## src/rtl/fgyrus_pcm_fetch_if.sv

```systemverilog
// Bundle for the PCM buffer read port and the sample stream toward the FFT input stage.
// master = fetch block, slave = memory/consumer side.
interface fgyrus_pcm_fetch_if #(
   parameter int DATA_W = 32,
   parameter int ADDR_W = 8
);
   logic [ADDR_W-1:0] fgyrus2acortex_addr;
   logic [DATA_W-1:0] acortex2fgyrus_pcm_data;
   logic              pcm_valid;
   logic              pcm_ready;
   logic [DATA_W-1:0] pcm_data;
   logic              pcm_lchnl;
   logic              pcm_sop;
   logic              pcm_eop;

   modport master (
      output fgyrus2acortex_addr,
      input  acortex2fgyrus_pcm_data,
      output pcm_valid,
      input  pcm_ready,
      output pcm_data,
      output pcm_lchnl,
      output pcm_sop,
      output pcm_eop
   );

   modport slave (
      input  fgyrus2acortex_addr,
      output acortex2fgyrus_pcm_data,
      input  pcm_valid,
      output pcm_ready,
      input  pcm_data,
      input  pcm_lchnl,
      input  pcm_sop,
      input  pcm_eop
   );
endinterface

```

## src/rtl/fgyrus_pcm_fetch.sv

```systemverilog
// Fetches one L/R-interleaved PCM frame from the acortex buffer when the
// (asynchronous) frame-ready level rises, and streams it out through a small
// credit-managed skid FIFO.
//
// state   | meaning
// --------+------------------------------------------------------------
// S_IDLE  | waiting for a synchronised rdy edge with fetch_en high
// S_FETCH | issuing one read per cycle while credit is available
// S_DRAIN | all reads issued; waiting for tag pipe and FIFO to empty
module fgyrus_pcm_fetch #(
   parameter int PCM_MEM_DATA_W = 32,
   parameter int PCM_MEM_ADDR_W = 8,
   parameter int NUM_SAMPLES    = 128,
   parameter int RD_LATENCY     = 2,
   parameter int FIFO_DEPTH     = 4
) (
   input  logic                fgyrus_clk,
   input  logic                fgyrus_rst_n,
   input  logic                fetch_en,
   input  logic                acortex2fgyrus_pcm_rdy,
   fgyrus_pcm_fetch_if.master  pcm_if,
   output logic                busy,
   output logic [15:0]         frame_cnt,
   output logic                overrun,
   input  logic                overrun_clr
);
   localparam int PTR_W   = $clog2(FIFO_DEPTH);
   localparam int CNT_W   = PTR_W + 1;
   localparam int ENTRY_W = PCM_MEM_DATA_W + 3;
   localparam logic [PCM_MEM_ADDR_W-1:0] LAST_ADDR = PCM_MEM_ADDR_W'(2 * NUM_SAMPLES - 1);

   typedef enum logic [1:0] {S_IDLE, S_FETCH, S_DRAIN} state_t;

   state_t                    state_q;
   logic [PCM_MEM_ADDR_W-1:0] addr_q;
   logic [PCM_MEM_ADDR_W-1:0] next_idx_q;
   logic                      busy_q;
   logic [15:0]               frame_cnt_q, frame_cnt_d;
   logic                      overrun_q, overrun_d;

   logic       rdy_s1_q, rdy_s2_q, rdy_s3_q;
   logic [1:0] sync_vld_q;
   logic       rdy_armed_q;
   logic       rdy_pulse;

   logic [3:0]         tag_q [RD_LATENCY];
   logic [3:0]         issue_tag;
   logic [7:0]         in_flight;
   logic               credit_ok;
   logic               issue;
   logic               drained;
   logic               frame_done;

   logic [ENTRY_W-1:0] fifo_q [FIFO_DEPTH];
   logic [ENTRY_W-1:0] head;
   logic [PTR_W-1:0]   wr_ptr_q, rd_ptr_q;
   logic [CNT_W-1:0]   fifo_cnt_q;
   logic               push, pop, fifo_empty;

   // rdy synchroniser + edge detect; sync_vld_q keeps the reset value of the
   // flops from masquerading as a sampled low, so a level still high across
   // reset cannot start a frame until it has been seen low.
   always_ff @(posedge fgyrus_clk or negedge fgyrus_rst_n) begin
      if (!fgyrus_rst_n) begin
         rdy_s1_q    <= 1'b0;
         rdy_s2_q    <= 1'b0;
         rdy_s3_q    <= 1'b0;
         sync_vld_q  <= '0;
         rdy_armed_q <= 1'b0;
      end else begin
         rdy_s1_q   <= acortex2fgyrus_pcm_rdy;
         rdy_s2_q   <= rdy_s1_q;
         rdy_s3_q   <= rdy_s2_q;
         sync_vld_q <= {sync_vld_q[0], 1'b1};
         if (sync_vld_q[1] && !rdy_s2_q)
            rdy_armed_q <= 1'b1;
      end
   end

   assign rdy_pulse = rdy_s2_q & ~rdy_s3_q & rdy_armed_q;

   // Credit: reads in the tag pipe plus words parked in the FIFO never exceed the FIFO depth.
   always_comb begin
      in_flight = '0;
      for (int i = 0; i < RD_LATENCY; i++)
         in_flight = in_flight + 8'(tag_q[i][3]);
   end

   assign fifo_empty = (fifo_cnt_q == '0);
   assign credit_ok  = (in_flight + 8'(fifo_cnt_q)) < 8'(FIFO_DEPTH);
   assign issue      = (state_q == S_FETCH) && credit_ok;
   assign drained    = (in_flight == '0) && fifo_empty;
   assign frame_done = (state_q == S_DRAIN) && drained;
   assign issue_tag  = {1'b1, ~next_idx_q[0], (next_idx_q == '0), (next_idx_q == LAST_ADDR)};

   // Sequencer: walks the address space once per accepted frame.
   always_ff @(posedge fgyrus_clk or negedge fgyrus_rst_n) begin
      if (!fgyrus_rst_n) begin
         state_q    <= S_IDLE;
         addr_q     <= '0;
         next_idx_q <= '0;
         busy_q     <= 1'b0;
      end else begin
         case (state_q)
            S_IDLE: begin
               if (rdy_pulse && fetch_en) begin
                  state_q    <= S_FETCH;
                  next_idx_q <= '0;
                  busy_q     <= 1'b1;
               end
            end
            S_FETCH: begin
               if (credit_ok) begin
                  addr_q     <= next_idx_q;
                  next_idx_q <= next_idx_q + PCM_MEM_ADDR_W'(1);
                  if (next_idx_q == LAST_ADDR)
                     state_q <= S_DRAIN;
               end
            end
            S_DRAIN: begin
               if (drained) begin
                  state_q <= S_IDLE;
                  busy_q  <= 1'b0;
               end
            end
            default: state_q <= S_IDLE;
         endcase
      end
   end

   // Tag pipe runs alongside the memory read latency; its tail lines up with valid read data.
   always_ff @(posedge fgyrus_clk or negedge fgyrus_rst_n) begin
      if (!fgyrus_rst_n) begin
         for (int i = 0; i < RD_LATENCY; i++)
            tag_q[i] <= '0;
      end else begin
         tag_q[0] <= issue ? issue_tag : 4'b0000;
         for (int i = 1; i < RD_LATENCY; i++)
            tag_q[i] <= tag_q[i-1];
      end
   end

   assign push = tag_q[RD_LATENCY-1][3];
   assign pop  = !fifo_empty && pcm_if.pcm_ready;

   // Skid FIFO: entry = {lchnl, sop, eop, data}; cleared on reset so outputs read 0.
   always_ff @(posedge fgyrus_clk or negedge fgyrus_rst_n) begin
      if (!fgyrus_rst_n) begin
         for (int i = 0; i < FIFO_DEPTH; i++)
            fifo_q[i] <= '0;
         wr_ptr_q   <= '0;
         rd_ptr_q   <= '0;
         fifo_cnt_q <= '0;
      end else begin
         if (push) begin
            fifo_q[wr_ptr_q] <= {tag_q[RD_LATENCY-1][2:0], pcm_if.acortex2fgyrus_pcm_data};
            wr_ptr_q         <= wr_ptr_q + PTR_W'(1);
         end
         if (pop)
            rd_ptr_q <= rd_ptr_q + PTR_W'(1);
         case ({push, pop})
            2'b10:   fifo_cnt_q <= fifo_cnt_q + CNT_W'(1);
            2'b01:   fifo_cnt_q <= fifo_cnt_q - CNT_W'(1);
            default: fifo_cnt_q <= fifo_cnt_q;
         endcase
      end
   end

   // Next-state for completed-frame counter and sticky overrun (set beats clear).
   always_comb begin
      frame_cnt_d = frame_cnt_q + 16'(frame_done);
      overrun_d   = overrun_q;
      if (overrun_clr)
         overrun_d = 1'b0;
      if (rdy_pulse && busy_q)
         overrun_d = 1'b1;
   end

   // Status registers.
   always_ff @(posedge fgyrus_clk or negedge fgyrus_rst_n) begin
      if (!fgyrus_rst_n) begin
         frame_cnt_q <= '0;
         overrun_q   <= 1'b0;
      end else begin
         frame_cnt_q <= frame_cnt_d;
         overrun_q   <= overrun_d;
      end
   end

   a_no_fifo_overflow: assert property (@(posedge fgyrus_clk) disable iff (!fgyrus_rst_n)
      !(push && !pop && (fifo_cnt_q == CNT_W'(FIFO_DEPTH))));

   assign head                       = fifo_q[rd_ptr_q];
   assign pcm_if.fgyrus2acortex_addr = addr_q;
   assign pcm_if.pcm_valid           = !fifo_empty;
   assign pcm_if.pcm_data            = head[PCM_MEM_DATA_W-1:0];
   assign pcm_if.pcm_eop             = head[PCM_MEM_DATA_W];
   assign pcm_if.pcm_sop             = head[PCM_MEM_DATA_W+1];
   assign pcm_if.pcm_lchnl           = head[PCM_MEM_DATA_W+2];
   assign busy                       = busy_q;
   assign frame_cnt                  = frame_cnt_q;
   assign overrun                    = overrun_q;
endmodule

```

## src/flat_wrapper.sv

```systemverilog
// flat-port wrapper written by rule: the top's interface ports become plain ports
module fgyrus_pcm_fetch_flat 
#(
   parameter int PCM_MEM_DATA_W = 32,
   parameter int PCM_MEM_ADDR_W = 8,
   parameter int NUM_SAMPLES    = 128,
   parameter int RD_LATENCY     = 2,
   parameter int FIFO_DEPTH     = 4
)
  (fgyrus_clk, fgyrus_rst_n, fetch_en, acortex2fgyrus_pcm_rdy, busy, frame_cnt, overrun, overrun_clr, pcm_if_fgyrus2acortex_addr, pcm_if_acortex2fgyrus_pcm_data, pcm_if_pcm_valid, pcm_if_pcm_ready, pcm_if_pcm_data, pcm_if_pcm_lchnl, pcm_if_pcm_sop, pcm_if_pcm_eop);
  fgyrus_pcm_fetch_if #(.DATA_W((32)), .ADDR_W((8))) pcm_if_i ();
  input  logic fgyrus_clk;
  input  logic fgyrus_rst_n;
  input  logic fetch_en;
  input  logic acortex2fgyrus_pcm_rdy;
  output logic busy;
  output logic [15:0] frame_cnt;
  output logic overrun;
  input  logic overrun_clr;
  output wire logic [$bits(pcm_if_i.fgyrus2acortex_addr)-1:0] pcm_if_fgyrus2acortex_addr;
  input wire logic [$bits(pcm_if_i.acortex2fgyrus_pcm_data)-1:0] pcm_if_acortex2fgyrus_pcm_data;
  output wire logic [$bits(pcm_if_i.pcm_valid)-1:0] pcm_if_pcm_valid;
  input wire logic [$bits(pcm_if_i.pcm_ready)-1:0] pcm_if_pcm_ready;
  output wire logic [$bits(pcm_if_i.pcm_data)-1:0] pcm_if_pcm_data;
  output wire logic [$bits(pcm_if_i.pcm_lchnl)-1:0] pcm_if_pcm_lchnl;
  output wire logic [$bits(pcm_if_i.pcm_sop)-1:0] pcm_if_pcm_sop;
  output wire logic [$bits(pcm_if_i.pcm_eop)-1:0] pcm_if_pcm_eop;
  assign pcm_if_fgyrus2acortex_addr = pcm_if_i.fgyrus2acortex_addr;
  assign pcm_if_i.acortex2fgyrus_pcm_data = pcm_if_acortex2fgyrus_pcm_data;
  assign pcm_if_pcm_valid = pcm_if_i.pcm_valid;
  assign pcm_if_i.pcm_ready = pcm_if_pcm_ready;
  assign pcm_if_pcm_data = pcm_if_i.pcm_data;
  assign pcm_if_pcm_lchnl = pcm_if_i.pcm_lchnl;
  assign pcm_if_pcm_sop = pcm_if_i.pcm_sop;
  assign pcm_if_pcm_eop = pcm_if_i.pcm_eop;
  fgyrus_pcm_fetch #(.PCM_MEM_DATA_W(PCM_MEM_DATA_W), .PCM_MEM_ADDR_W(PCM_MEM_ADDR_W), .NUM_SAMPLES(NUM_SAMPLES), .RD_LATENCY(RD_LATENCY), .FIFO_DEPTH(FIFO_DEPTH)) u_core (.fgyrus_clk(fgyrus_clk), .fgyrus_rst_n(fgyrus_rst_n), .fetch_en(fetch_en), .acortex2fgyrus_pcm_rdy(acortex2fgyrus_pcm_rdy), .pcm_if(pcm_if_i), .busy(busy), .frame_cnt(frame_cnt), .overrun(overrun), .overrun_clr(overrun_clr));
endmodule
```

## config.mk

```make
export PLATFORM = sky130hd
export DESIGN_NAME = fgyrus_pcm_fetch_flat
export DESIGN_NICKNAME = d
export VERILOG_FILES = /design/src/rtl/fgyrus_pcm_fetch_if.sv /design/src/rtl/fgyrus_pcm_fetch.sv /design/src/flat_wrapper.sv
export SDC_FILE = /design/constraint.sdc
export NUM_CORES = 1
export LEC_CHECK = 0
export ABC_CLOCK_PERIOD_IN_PS = 2800
export BUFFER_PORTS_ARGS = -buffer_cell sky130_fd_sc_hd__buf_2
export CORE_ASPECT_RATIO = 0.75
export CORE_MARGIN = 8
export CORE_UTILIZATION = 45
export DETAILED_ROUTE_END_ITERATION = 10
export PLACE_DENSITY = 0.69
export SLEW_MARGIN = 5
export SYNTH_ARGS = -nofsm -noshare
export SYNTH_HDL_FRONTEND = slang
export SYNTH_SLANG_ARGS = --single-unit
```

## constraint.sdc

```tcl
create_clock -name fgyrus_clk -period 2.8 [get_ports fgyrus_clk]
set_clock_uncertainty 0.05 [all_clocks]
set_input_delay 0.56 -clock fgyrus_clk [delete_from_list [all_inputs] [get_ports fgyrus_clk]]
set_output_delay 0.56 -clock fgyrus_clk [all_outputs]
set_load 0.02 [all_outputs]
```

==> results of run 1 <==
[state kept, by name, indices dropped and copies added, names as in the netlist]
signal / flops
u_core.fifo_q: 140
u_core.frame_cnt: 16
u_core.next_idx_q: 8
u_core.pcm_if.fgyrus2acortex_addr: 8
u_core.tag_q: 7
u_core.fifo_cnt_q: 3
u_core.rd_ptr_q: 2
u_core.state_q: 2
u_core.sync_vld_q: 2
u_core.wr_ptr_q: 2
u_core.busy: 1
u_core.overrun: 1
u_core.push: 1
u_core.rdy_armed_q: 1
u_core.rdy_s1_q: 1
u_core.rdy_s2_q: 1
u_core.rdy_s3_q: 1
[path summary, 6_finish.rpt]
| path | startpoint | end | slack [ps] |
|---|---|---|---|
| worst max-delay path | u_core.rd_ptr_q[0] | pcm_if_pcm_data[22] | 270 |
| worst min-delay path | fgyrus_rst_n | u_core.pcm_if.fgyrus2acortex_addr[6] | 7 |
| worst max register to register | u_core.push | u_core.next_idx_q[3] | 280 |
| worst min register to register | u_core.sync_vld_q[0] | u_core.sync_vld_q[1] | 300 |
| max in group asynchronous | fgyrus_rst_n | u_core.fifo_q[116] | 1910 |
| min in group fgyrus_clk | acortex2fgyrus_pcm_rdy | u_core.rdy_s1_q | 190 |
[worst max-delay path, delay by kind of cell (launching register included)]
kind,cells,cell delay [ps]
buffers and inverters,2,550
DFF,1,360
muxes,1,590
[synth_stat cells, types with 2 or more instances]
cell,n
o21ai_0,5
nand2_1,39
nor2b_1,2
mux2_2,140
o31ai_1,2
mux4_2,35
inv_1,13
nor3_1,7
ha_1,12
buf_2,18
o21ai_1,3
and3_1,5
nor4_1,3
nor2_1,9
buf_6,2
a21o_1,2
nand4_1,2
xor2_1,7
clkbuf_1,4
nand3_1,14
dfrtp_1,197
xnor2_1,17
[stage by stage]
stage	total power, uW	instance area, um2	instances	hold WS (ps)
finish	11900	9780	915	6.50
global route	12700	9780	915	26.6
CTS	12100	9780	915	20.3
detailed placement	9750	9220	883	285
global placement	9500	9220	883	284
floorplan	8300	8410	553	214
[power by group]
part	total (uW)	leakage [uW]	switching, uW	internal (uW)
registers	4740	0.00239	692	4050
clock network	2320	0.000278	1100	1210
logic	4860	0.00179	2390	2470
total	11900	0.00445	4190	7730
[area by class of cell]
| cell class | instances | share of cell area (%) |
|---|---|---|
| clock buffers | 19 | 4.63 |
| clock inverters | 13 | 1.14 |
| inverters | 14 | 0.588 |
| multi-input cells | 317 | 33.6 |
| flip-flops and latches | 197 | 50.4 |
| well taps | 247 | 3.16 |
| repair buffers | 108 | 6.49 |
[kinds of logic after synthesis]
logic type / after synthesis / share of synthesized area [%]
adder cells (fa/ha/maj): 13 / 2.02
XOR/XNOR: 24 / 2.50
flip-flops: 197 / 58.6
multiplexers: 176 / 28.2
other: 1 / 0.0446
AND/OR/NAND/NOR: 89 / 5.07
AO/OA/AOI/OAI: 14 / 1.06
buffers and inverters: 39 / 2.44
[metal layers]
metal,global-route usage [%],wire length (um),vias up
li1,-,-,2184
met1,19.1,7540,2526
met2,25.0,8620,78
met3,3.48,592,10
met4,3.88,157,0
met5,0,0,-
==> results.md, run 1 <==
Drt:
- The first TritonRoute pass finished after 4 iterations.
- The number of design-rule violations left by the first detailed-router iteration is 257.
- The detailed-route wire length per cell is 18.5 um.
- The routed via count divided by cell count is 5.24.
- The remaining antenna violation count is 0.
- For this block, the via count after detailed routing is 4798.
- After detailed routing, the number of remaining DRC violations is 0.
- Wires add up to 16900 um.

Worst setup path:
- The critical path in this run is classified as reg2out.
- Data on the critical path is required at its endpoint by 2190 ps.
- Along the worst path, the maximum fanout reaches 19.
- The critical path's largest stage delay is 590 ps.
- The number of cells on the worst reg-to-reg path is 6.
- The kind of start point of the critical path is a flop.
- The cell with the largest stage delay on the worst path is mux4_2.
- The worst setup path is captured at a primary output.
- Data on the critical path arrives at its endpoint at 1920 ps.
- The signal on the critical path passes through buf_4, mux4_2, buf_2.

Job:
- Max-cap violations in this run came to 0.

Finish:
- The multi-input combinational cells in the finished layout cover a total of 0.00328 mm2.
- The post-route netlist has 48.7% of its cells at a drive strength greater than 1.
- The most common cell after layout, fill and taps aside is dfrtp_1.
- The number of nets in the layout is 706.
- Counting the fill cells in the layout gives 1584.
- The sequential cell area is 0.00493 mm2.
- At the end of the flow the core is filled with cells to 53.2%.
- The layout overhead on the synthesized area is 16.3%.
- The top cell types in the final layout, fill and taps aside, are dfrtp_1, mux2_2, buf_2.
- The repair_antennas step left the layout with diodes totalling 0.

STA:
- The number of hold-slack violations in the final timing report is 0.
- For the pin with the worst max-slew slack, the measured transition is 677 ps.
- Adding up every negative setup slack in the final design gives 0 ps.
- Dividing the final minimum period by the clock period gives 90.5%.
- The number of slew-limit violations in the final report was 0.
- The clock period minus worst slack is 2530 ps.
- The worst max-slew margin expressed relative to the limit is 54.8%.
- Setup repair after global routing left no endpoint under its margin.
- Setup slack closes at 265 ps.
- The maximum clock frequency is 395 MHz.
- Setup violations remaining at the end of the flow were counted as 0.

Yosys:
- The predominant post-synthesis flop cell is dfrtp_1.
- A synthesized cell averages 15.2 um2.
- Counting flops with a built-in enable in the synthesized netlist gives 0.
- The part of the Yosys area used for sequential elements is 58.6%.
- After synthesis the netlist holds a flip-flop and latch count of 197.
- The number of warning messages in the yosys log is 0.
- When the netlist entered floorplanning its net count stood at 604.
- The synthesized design devotes to its leading area cell type 58.6% of total area.
- The cell count after synthesis came out at 553.
- The count of cell types in the netlist is 37.
- The netlist area before placement is 0.00841 mm2.
- The biggest area consumer among synthesized cells is dfrtp_1.
- For this run, asynchronously set or reset flops after synthesis account for 100%.
- After synthesis, the cell types taking the most area are dfrtp_1, mux2_2, mux4_2.

Clock network:
- The post-cts hold buffer count is 0.
- The number of clock sinks is 197.
- The maximum buffer depth of the clock tree is 2.
- The post-CTS setup repair buffer count is 0.
- The clock-pin slew on the worst setup and hold paths is 80 ps.
- The TritonCTS clock tree is yes.
- At the later pin of the worst-skew pair, clock insertion delay measures 430 ps.
- The root buffer cell chosen for the clock tree is clkbuf_16.
- The total CTS buffers is 17.
- The clock tree synthesis step divided the H-tree into 4 levels.
- The number of gates resized after CTS is 0.

Die:
- The floorplan step defined a die boundary enclosing 0.0234 mm2.
- In this run the standard cell core region covers 0.0184 mm2.
- During I/O placement, the number of pins put on the boundary was 100.
- The number of standard-cell rows in the floorplan is 43.
- Once the floorplan was initialized, standard cells occupied 45.7% of the core.
- The width of the die is 174 um.
- The floorplan step set the die height to 134 um.

Global route:
- Global routing used 14.8% of the available tracks.
- The number of antenna violations at the first check in global routing is 0.
- The largest net degree at the start of global routing is 81.
- The via count of the first global-routing pass is 5249.
- The wire length of the first global-routing pass is 27800 um.
- The total overflow reported by the global router is 0.

Placement:
- The pre-CTS setup slack is 252 ps.
- Routability-driven placement finished with a final weighted congestion of 0.844.
- The estimated wirelength of the detail-placed design is 11300 um.
- The count of input and output buffers is 99.

Pwr:
- The leakage component of the power is 0.00445 uW.
- For this design the ratio of total power to cell area is 1220 mW/mm2.
- The worst supply voltage drop on vdd is 0.573 mV.

Status:
- The run finished with clean final reports.

Worst hold path:
- The path class of the tightest hold or removal check is in2async.
Power figures use the tool's default switching activity.
==> inputs of run 2 (changes only) <==
--- a/config.mk
+++ b/config.mk
@@ -11,5 +11,5 @@
 export CORE_MARGIN = 8
-export CORE_UTILIZATION = 45
+export CORE_UTILIZATION = 58
 export DETAILED_ROUTE_END_ITERATION = 10
-export PLACE_DENSITY = 0.69
+export PLACE_DENSITY = 0.84
 export SLEW_MARGIN = 5
==> constraint.sdc (replaced) <==
create_clock -name fgyrus_clk -period 2.8 [get_ports fgyrus_clk]
set_clock_uncertainty 0.05 [all_clocks]
set_input_delay 0 -clock fgyrus_clk [delete_from_list [all_inputs] [get_ports fgyrus_clk]]
set_output_delay 0 -clock fgyrus_clk [all_outputs]
set_load 0.02 [all_outputs]
==> results.md, run 2 (synthesized netlist as in run 1, its figures left out) <==
Worst setup path:
- The critical path class is reg2reg.
- On the worst path, the slowest cell contributes a delay of 510 ps.
- The slack of the worst reg-to-reg path is 250 ps.
- The number of buffers and inverters on the critical path is 1.
- The critical path goes through ha_1, ha_1, a311o_2, or2_1, inv_6, nand2_2, mux2i_1.
- The cell with the largest stage delay on the worst path is dfrtp_1.
- The worst register-to-register path ends at u_core.next_idx_q[2].
- The worst endpoint data arrival time is 2800 ps.
- In this run the critical register-to-register path is launched from u_core.push.
- The largest fanout of any net on the critical path is 17.
- STA puts the critical path data required time at 3050 ps.
- The worst setup path is launched from a flop.
- The cell family contributing the most delay on the critical path is simple AND/OR/NAND/NOR gates.
- The dominant cell type by count on the critical path is ha_1.
- The worst setup path is captured at a flop.
- Counting cells, the worst reg-to-reg path comes to 7.

Pwr:
- The leakage component of the power is 0.00462 uW.
- The worst supply voltage drop on vdd is 0.627 mV.
- The total power density per cell area is 1200 mW/mm2.

STA:
- The actual slew at the worst max-slew pin is 739 ps.
- The worst slack on hold paths is 147 ps.
- The worst max-slew margin expressed relative to the limit is 50.7%.
- Setup repair after global routing left no endpoint under its margin.
- The number of hold-slack violations in the final timing report is 0.
- Derived from the worst setup path, the maximum achievable clock frequency is 393 MHz.
- Setup slack on the critical path of the routed design comes to 253 ps.
- In the final timing run, aggregate negative setup slack is 0 ps.
- The clock period minus worst slack is 2550 ps.
- The number of slew-limit violations in the final report was 0.
- The number of setup violations in the final report is 0.
- The worst path uses 91.0% of the clock period.

Die:
- The die is 155 um wide.
- The die covers 0.0186 mm2.
- The initialized floorplan defines 38 standard-cell rows.
- The area of the placeable core is 0.0143 mm2.
- The starting density of the core is 58.8%.
- The floorplan step set the die height to 120 um.
- For this design the top-level I/O count stands at 100.

Drt:
- The remaining antenna violation count is 0.
- The routed via count divided by cell count is 5.44.
- After detailed routing, the total wire length is 17000 um.
- The number of design-rule violations left by the first detailed-router iteration is 162.
- The pre-antenna-repair detailed-routing pass consisted of 6 iterations.
- The count of vias placed by the detailed router is 4959.
- Dividing the detail-routed wire length by the instance count gives 18.7 um.
- For this run, design rule violations remaining after detail routing come to 0.

Finish:
- Compared with the post-synthesis result, the final layout area differs by 20.3%.
- In the layout the commonest cells are dfrtp_1, mux2_2, buf_2.
- In the final layout, the share of cells above drive strength 1 is 45.7%.
- After the flow finishes, the layout carries non-filler instances totaling 911.
- The diode insertion count for antenna repair is 0.
- The register ranked first by flip-flop count is u_core.fifo_q.
- The library cell used most frequently in the layout, excluding fill and tap cells, is dfrtp_1.
- The number of nets in the layout is 749.
- The layout has 944 filler cells.
- For this run, the share of the core covered by cells in the final layout is 70.7%.
- The register with the most flip-flops in the layout has 140 of them.

Clock network:
- The post-cts hold buffer count is 37.
- The maximum buffer depth of the clock tree is 2.
- TritonCTS created 17 clock buffers.
- The cell sitting at the root of the clock tree is a clkbuf_16.
- After clock tree synthesis, the clock-pin slew on the worst setup and hold paths is 70 ps.
- Gates resized during post-CTS repair numbered 0.
- The H-tree was split into 4 levels.
- The TritonCTS clock tree is yes.
- The number of clock sinks is 197.
- Buffers added to address setup during post-CTS repair amount to 0.
- The worst-skew pair later-pin latency is 420 ps.

Job:
- Max-cap violations in this run came to 0.

Global route:
- Global routing finished with a remaining overflow of 0.
- The number of antenna violations at the first check in global routing is 0.
- Entering global routing, the biggest net connects 93 pins.
- The wire length of the first global-routing pass is 28400 um.
- The via count of the first global-routing pass is 5550.
- The aggregate global-route resource usage is 19.4%.

Placement:
- Counting tap cells, the placed design contains a total of 842 instances.
- The estimated wirelength of the detail-placed design is 11200 um.
- The weighted congestion at the end of routability-driven global placement is 0.788.
- Before CTS, the worst setup slack after placement is 271 ps.
- Buffers placed on the I/O ports in this run total 99.

Status:
- The run finished with clean final reports.

Worst hold path:
- The tightest min-delay check is of the in2async type.
## run 2: cell count changes in the layout (fill, tap and decap cells not counted), moves of 4 or more
cell	before	now
buf_12	5	1
dlygate4sd3_1	0	37
buf_4	4	14
inv_6	7	2
clkbuf_1	0	6
## run 2: worst max path at each step
stage,from,end,slack (ps),depth (start not counted)
5_1_grt,u_core.push,u_core.next_idx_q[2],130,7
6_report,u_core.push,u_core.next_idx_q[2],250,7
3_5_place_dp,u_core.push,u_core.next_idx_q[2],270,7
3_3_place_gp,u_core.push,u_core.next_idx_q[3],400,6
4_1_cts,u_core.push,u_core.next_idx_q[2],270,7
2_1_floorplan,u_core.push,u_core.next_idx_q[3],760,8
## run 2: through the flow
stage	total power, uW	area [um2]
2_1_floorplan	8300	8410
3_3_place_gp	9390	9150
3_5_place_dp	9700	9150
4_1_cts	12200	10100
5_1_grt	12800	10100
6_report	12100	10100
## run 2: worst reg2reg max path: stages (launching register included)
cell and delay [ps]:
dfrtp_1 510, ha_1 270, ha_1 270, a311o_2 420
or2_1 490, inv_6 210, nand2_2 70, mux2i_1 120
## run 2: area by class of cell
| type | instances | area (um2) | share of cell area [%] |
|---|---|---|---|
| flip-flops and latches | 197 | 4930 | 48.7 |
| clock inverters | 7 | 120 | 1.19 |
| inverters | 14 | 57.6 | 0.569 |
| well taps | 200 | 250 | 2.47 |
| repair buffers | 151 | 1000 | 9.88 |
| clock buffers | 25 | 475 | 4.70 |
| multi-input cells | 317 | 3280 | 32.5 |
## run 2: where the power goes
group / switching, uW / total, uW / internal (uW)
registers: 739 / 4790 / 4050
logic: 2370 / 4850 / 2490
clock network: 1010 / 2470 / 1460
total: 4120 / 12100 / 8000
## run 2: routing by layer
metal	global-route usage (%)	vias to the layer above	share of wire (%)	routed length (um)
li1	-	2275	-	-
met1	24.8	2579	45	7630
met2	32.2	87	50	8480
met3	5.49	18	4.3	737
met4	5.62	0	1.1	182
met5	0	-	0	0
==> inputs of run 3 (changes only) <==
- ABC_CLOCK_PERIOD_IN_PS: 2800 -> 3250
- CORE_ASPECT_RATIO: 0.75 -> 0.8
- CORE_UTILIZATION: 58 -> 60
- CTS_BUF_LIST: unset -> sky130_fd_sc_hd__clkbuf_16
- PLACE_DENSITY: 0.84 -> 0.87
- clock period: 2.8 -> 3.25 ns (I/O delays scaled with it)
==> results.md, run 3 (synthesized netlist as in run 1, its figures left out) <==
Worst setup path:
- The worst setup path is captured at a flop.
- Tracing the worst setup path back leads to its startpoint at u_core.push.
- Setup slack on the worst reg-to-reg path comes out at 710 ps.
- Data on the critical path is required at its endpoint by 3480 ps.
- The kind of start point of the critical path is a flop.
- The critical path class is reg2reg.
- The worst register-to-register path begins at u_core.push.
- For the worst setup path, the data arrival time is 2770 ps.
- The largest fanout of any net on the critical path is 17.

STA:
- Setup violations remaining at the end of the flow were counted as 0.
- The total negative setup slack is 0 ps.
- The actual slew at the worst max-slew pin is 997 ps.
- The worst max-slew margin expressed relative to the limit is 33.3%.
- Setup repair after global routing left no endpoint under its margin.
- The number of slew-limit violations in the final report is 0.
- The worst path needs 2540 ps of the cycle, external delays included.
- The maximum clock frequency is 394 MHz.
- Of the available clock period, the critical path in the final layout requires 78.1%.
- The number of hold-slack violations in the final timing report is 0.
- In the post-route analysis, the smallest setup slack over all paths is 711 ps.

Drt:
- The wire length reported by the detailed router is 17100 um.
- The detailed-route wire length per cell is 19.3 um.
- The routed via count divided by cell count is 5.59.
- The count of vias placed by the detailed router is 4952.
- Before antenna repair, the detailed router went through 6 iterations.
- The number of design-rule violations left by the first detailed-router iteration is 225.
- For this run, design rule violations remaining after detail routing come to 0.
- The remaining antenna violation count is 0.

Placement:
- At the placement stage, the worst setup path has a slack of 747 ps.
- The congestion estimate from routability-driven global placement came to 0.857.
- The estimated wirelength of the detail-placed design is 11100 um.
- The number of cells in the design after placement is 816.
- The count of input and output buffers is 99.
- After detailed placement, the total cell area comes to 0.00907 mm2.

Clock network:
- The later pin in the worst-skew pair is clocked with a latency of 430 ps.
- Once the clock tree was built, the setup fixing pass inserted 0 buffers.
- For this design, the sink count on the clock tree is 197.
- The root buffer cell chosen for the clock tree is clkbuf_16.
- The H-tree was split into 4 levels.
- The clock-pin slew on the worst setup and hold paths is 70 ps.
- The maximum buffer depth of the clock tree is 2.
- The total CTS buffers is 17.
- The TritonCTS clock tree is yes.

Die:
- In this run the horizontal extent of the chip is 148 um.
- The area of the placeable core is 0.0136 mm2.
- The height of the die is 122 um.
- The number of standard-cell rows in the floorplan is 38.
- The die covers 0.0181 mm2.
- The top-level I/O count is 100.
- The starting density of the core is 61.6%.

Finish:
- The register ranked first by flip-flop count is u_core.fifo_q.
- In the final layout, the share of cells above drive strength 1 is 46.0%.
- In the final design database the tool counted 743 nets.
- The library cells used most frequently in the layout, excluding fill and tap cells, are dfrtp_1, mux2_2, buf_2.
- The library cell used most frequently in the layout, excluding fill and tap cells, is dfrtp_1.
- The total non-filler cell area in the finished layout is 0.0100 mm2.
- Once layout is complete, the cells apart from fillers number 886.
- The register with the most flip-flops in the layout has 140 of them.
- The layout overhead on the synthesized area is 19.5%.

Global route:
- The via count of the first global-routing pass is 5587.
- Entering global routing, the biggest net connects 103 pins.
- The first global-routing pass estimated 28500 um of wire.
- The number of antenna violations at the first check in global routing came to 0.
- Across every metal layer, demand over resource in global routing totals 20.2%.
- Summed over all layers, the global routing overflow is 0.

Job:
- The number of maximum-capacitance violations is 0.

Pwr:
- For this design the static power due to leakage is 0.00460 uW.
- The worst supply voltage drop on vdd is 0.627 mV.
- Power comes to 10400 uW.
- The total power density per cell area is 1040 mW/mm2.

Status:
- The flow ran to the end, and the final reports show no timing, DRC or antenna violations.

Worst hold path:
- The min-delay analysis places its worst path in the category in2async.
[run 3: cell count changes in the layout (fill, tap and decap cells not counted), sizes merged]
cell	change
clkinv	+5
buf	-6
clkbuf	-8
diode	+1
inv	+3
[run 3: final timing paths]
path	to	depth (start not counted)
min in group fgyrus_clk	u_core.rdy_s1_q	2
worst max-delay path	u_core.next_idx_q[3]	6
max in group asynchronous	u_core.fifo_q[120]	3
worst max register to register	u_core.next_idx_q[3]	6
worst min register to register	u_core.tag_q[0]	0
worst min-delay path	u_core.fifo_q[115]	2
[run 3: cell type report]
class,instances,area (um2)
diodes,1,2.50
clock buffers,17,425
flip-flops and latches,197,4930
multi-input cells,317,3280
well taps,180,225
fillers,839,3600
inverters,14,57.6
clock inverters,15,178
repair buffers,145,942
[run 3: what timing repair did]
item                      4_1_cts  5_1_grt
gates resized for setup         0        0
hold buffers                   37        0
hold endpoints to repair      240        0
[run 3: where the power goes]
group | total, uW | switching [uW] | internal (uW)
clock | 2130 | 913 | 1220
sequential | 4230 | 743 | 3490
combinational | 4070 | 1950 | 2120
[run 3: stage by stage]
step | hold slack (ps) | utilization, %
global route | 168 | 73.6
CTS | 154 | 73.6
detailed placement | 76.8 | 66.5
global placement | 71.6 | 66.5
finish | 156 | 73.6
floorplan | -346 | -
[run 3: routing by layer]
metal	track usage, %	share of wire, %
met1	26.1	45
met2	33.3	49
met3	5.23	5.0
met4	5.98	1.2
met5	0	0
[run 3: worst max-delay path, cell delays in order, from the launching register on]
cell and delay (ps):
dfrtp_1 520, ha_1 280, ha_1 270, a311o_2 430, or2_1 480, o211ai_1 270
o31ai_1 100
